File: src/rtl/instruction_register.sv
// rtl/instruction_register.sv - fetch-to-decode instruction register with field split (optional IR_PREV_EN history output)
module instruction_register #(
   parameter int unsigned             WIDTH     = 24,
   parameter int unsigned             OP_W      = 8,
   parameter int unsigned             ARG_W     = 8,
   parameter logic [WIDTH-1:0]        RESET_VAL = '0
) (
   input  logic             clk,
   input  logic             rst_n,
   input  logic [WIDTH-1:0] in,
   input  logic             enable,
   output logic [WIDTH-1:0] instruction,
   output logic [OP_W-1:0]  opcode,
   output logic [ARG_W-1:0] operand_a,
   output logic [ARG_W-1:0] operand_b,
   output logic             valid,
`ifdef IR_PREV_EN
   output logic [WIDTH-1:0] prev_instr,
`endif
   output logic             loaded
);

   // The field slices below assume the opcode and both operands exactly tile the word.
   generate
      if (WIDTH != OP_W + 2 * ARG_W) begin : g_bad_layout
         $error("instruction_register: WIDTH must equal OP_W + 2*ARG_W");
      end
   endgenerate

   logic [WIDTH-1:0] instruction_q;
   logic             valid_q;
   logic             loaded_q;

   // Main register: capture on enable, hold otherwise; in is never looked at when enable is low.
   always_ff @(posedge clk or negedge rst_n) begin
      if (!rst_n) begin
         instruction_q <= RESET_VAL;
         valid_q       <= 1'b0;
         loaded_q      <= 1'b0;
      end else begin
         loaded_q <= enable;
         if (enable) begin
            instruction_q <= in;
            valid_q       <= 1'b1;
         end
      end
   end

`ifdef IR_PREV_EN
   logic [WIDTH-1:0] prev_q;

   // History register: keeps the word that the most recent load pushed out.
   always_ff @(posedge clk or negedge rst_n) begin
      if (!rst_n) begin
         prev_q <= RESET_VAL;
      end else if (enable) begin
         prev_q <= instruction_q;
      end
   end

   assign prev_instr = prev_q;
`endif

   // Decoder-facing fields are slices of the register only, never of in.
   assign instruction = instruction_q;
   assign opcode      = instruction_q[WIDTH-1 -: OP_W];
   assign operand_a   = instruction_q[2*ARG_W-1 -: ARG_W];
   assign operand_b   = instruction_q[ARG_W-1:0];
   assign valid       = valid_q;
   assign loaded      = loaded_q;

endmodule

File: config.mk
export PLATFORM = sky130hd
export DESIGN_NAME = instruction_register
export DESIGN_NICKNAME = d
export VERILOG_FILES = /design/src/rtl/instruction_register.sv
export SDC_FILE = /design/constraint.sdc
export NUM_CORES = 1
export LEC_CHECK = 0
export BUFFER_PORTS_ARGS = -buffer_cell sky130_fd_sc_hd__buf_2
export CAP_MARGIN = 20
export CORE_AREA = 4 4 55 62
export CTS_CLUSTER_SIZE = 8
export DETAILED_ROUTE_END_ITERATION = 6
export DIE_AREA = 0 0 59 66
export PLACE_DENSITY_LB_ADDON = 0.12
export SYNTH_ARGS = -nofsm -noshare
export SYNTH_HDL_FRONTEND = slang
export SYNTH_SLANG_ARGS = --single-unit
File: constraint.sdc
create_clock -name clk -period 1.3 [get_ports clk]
set_clock_uncertainty 0.05 [all_clocks]
set_input_delay 0.325 -clock clk [delete_from_list [all_inputs] [get_ports clk]]
set_output_delay 0.325 -clock clk [all_outputs]
set_load 0.05 [all_outputs]
==> reports/summary.txt <==
Clock Power Share -> 0.160
Port buffer count -> 76
Hold WS -> 0.177 ns
GR Util All Layers -> 0.131
1st-pass router iterations -> 2
Dpl ws -> 0.146 ns
Crit-path cells -> buf_6
Most frequent cells in the layout -> 48 x buf_6, 26 x buf_2, 26 x dfrtp_1
Routed Antenna Nets -> 0
NetSw -> 0.998 mW
Die Area -> 0.00389 mm^2
Vias in the first global route -> 830
Synth top area share -> 0.529
CTS Sinks -> 26
Worst-path clk slew -> 0.14 ns
Register share of total power -> 0.391
Final setup fails -> 11
Routed WL -> 2550 um
M1 wire length -> 924 um
Final Hold Viols -> 0
# DRC -> 0
VDD IR max -> 0.812 mV
Drt wl/cell -> 14.9 um
Met2 wire len -> 1360 um
Most common cell after layout, fill and taps aside -> buf_6
DR vias -> 784
Post-Syn Nets -> 105
Top delay family on crit path -> flip-flops
Row Count -> 20
Failing checks -> negative setup slack
Layout cell share with drive strength beyond 1 -> 0.797
Largest stage delay, worst path -> 0.45 ns
TritonCTS clock tree -> done
Area leader, netlist -> dfrtp_1
FMAX -> 760 MHz
Pwr Density -> 1350 mW/mm^2
Die height -> 66 um
IO Count -> 77
Die W -> 59 um
Startpoint Class -> flip-flop
Core Box Area -> 0.00275 mm^2
RSZ-0062 raised after global routing -> true
HP Class -> input port to flip-flop
CTS Buf Count -> 3
ANT cells -> 0
Seq/Total Area, Yosys -> 0.529
Final Worst Setup Slack -> -0.0156 ns
Critical Path RT -> 0.93 ns
LEAKAGE -> 0.943 nW
Critical path class -> flip-flop to output port
Final net count -> 166
# H-tree levels -> 1
Switching Fraction -> 0.401
Post-synthesis to final-layout area growth -> 49.7%
Avg Inst Size Synth -> 15.8 um^2
WP data arrival -> 0.94 ns
Highest-delay cell along the critical path -> dfrtp_1
Fin crit share -> 1.01
Outcome -> finished with violations
Logic pwr share -> 0.449
Slew margin rel. -> 0.624
Post-Syn Area -> 0.00123 mm^2
Max Cap Violations -> 0
Initial antenna violation count -> 0
Drt initial violations -> 17
CP endpoint kind -> output port
Global-route wire length before repair -> 3830 um
Total gr overflow -> 0
Synthesized flop and latch total -> 26
Max-slew violation count -> 0
CTS root buffer -> clkbuf_4
Vias/cell -> 4.58
Clk buf depth -> 2
Mapped Cells -> 78
Clock latency on the worst-skew pair -> 0.31 ns
Crit path time final -> 1.32 ns
WP buf/inv -> 1
Filler cells -> 224
Internal power -> 1.49 mW
Met3 routed WL -> 257 um
Crit-path max FO -> 3
Post-synthesis cell type count -> 7
Slew @ Worst Pin -> 0.564 ns
Gp weighted congestion -> 0.651
Uppermost layer routed -> met4
Initial Util -> 0.447
Largest cells by area after synthesis -> dfrtp_1 53%, mux2_4 23%, buf_4 15%, mux2_2 4.6%, buf_12 3.3%
Synth warnings -> 0
Largest net degree at the start of global routing -> 27
==> final timing paths <==
path | from | to | slack, ns | cells past startpoint
max | instruction[7]$_DFFE_PN0P_ | instruction[7] | -0.02 | 1
min | in[2] | instruction[2]$_DFFE_PN0P_ | 0.18 | 2
max reg2reg | instruction[19]$_DFFE_PN0P_ | instruction[19]$_DFFE_PN0P_ | 0.31 | 2
min reg2reg | valid$_DFFE_PN0P_ | valid$_DFFE_PN0P_ | 0.45 | 1
max in group asynchronous | rst_n | instruction[16]$_DFFE_PN0P_ | 0.35 | 2
min in group asynchronous | rst_n | instruction[18]$_DFFE_PN0P_ | 0.47 | 2
==> cell type report <==
cell class	count	area [um^2]	share of cell area
tap	33	41.3	0.0224
multi-input combinational	25	348	0.189
timing repair buffer	83	766	0.416
sequential	26	651	0.353
clock buffer	4	36.3	0.0197
==> power by group through the flow <==
stage | Sequential [mW] | Clock (mW) | Combinational (mW)
detailed placement | 0.953 | 0 | 0.923
CTS | 0.964 | 0.421 | 1.07
global placement | 0.950 | 0 | 0.921
global route | 0.988 | 0.457 | 1.16
finish | 0.974 | 0.398 | 1.12
floorplan | 1.23 | 0 | 0.532
==> registers in the layout (all words and copies together) (netlist names) <==
signal,cells
instruction,24
loaded,1
valid,1
==> metrics by stage <==
stage | instances | util | TNS (ns) | cell area [um^2] | power, mW
after floorplan | 78 | - | 0 | 1230 | 1.76
after global placement | 162 | 0.530 | 0 | 1460 | 1.87
after detailed placement | 162 | 0.530 | 0 | 1460 | 1.88
after CTS | 168 | 0.633 | -0.869 | 1740 | 2.46
after global routing | 171 | 0.669 | -2.56 | 1840 | 2.60
final | 171 | 0.669 | -0.0556 | 1840 | 2.49
==> cells by family after synthesis <==
logic type	Yosys count	share of synthesized area
buffers and inverters	27	0.188
flip-flops	26	0.529
multiplexers	24	0.278
AND/OR/NAND/NOR	1	0.00509
==> per-layer routing <==
metal  up-vias  GRT usage
li1        353          -
met5         -          0
met2        46      0.211
met3         2     0.0371
met4         0     0.0510
met1       383      0.163
==> what timing repair did <==
item / 4_1_cts / 5_1_grt
endpoints found under the setup margin: 49 / 50
hold buffers: 1 / 0
buffers inserted: 1 / 3
hold endpoints to repair: 26 / 0
gates resized for setup: 77 / 22
==> cell usage after synthesis <==
cell and instances:
or2_1 1, dfrtp_1 26, buf_6 1, buf_4 24, mux2_4 19, buf_12 2
mux2_2 5
Power figures use the tool's default switching activity.
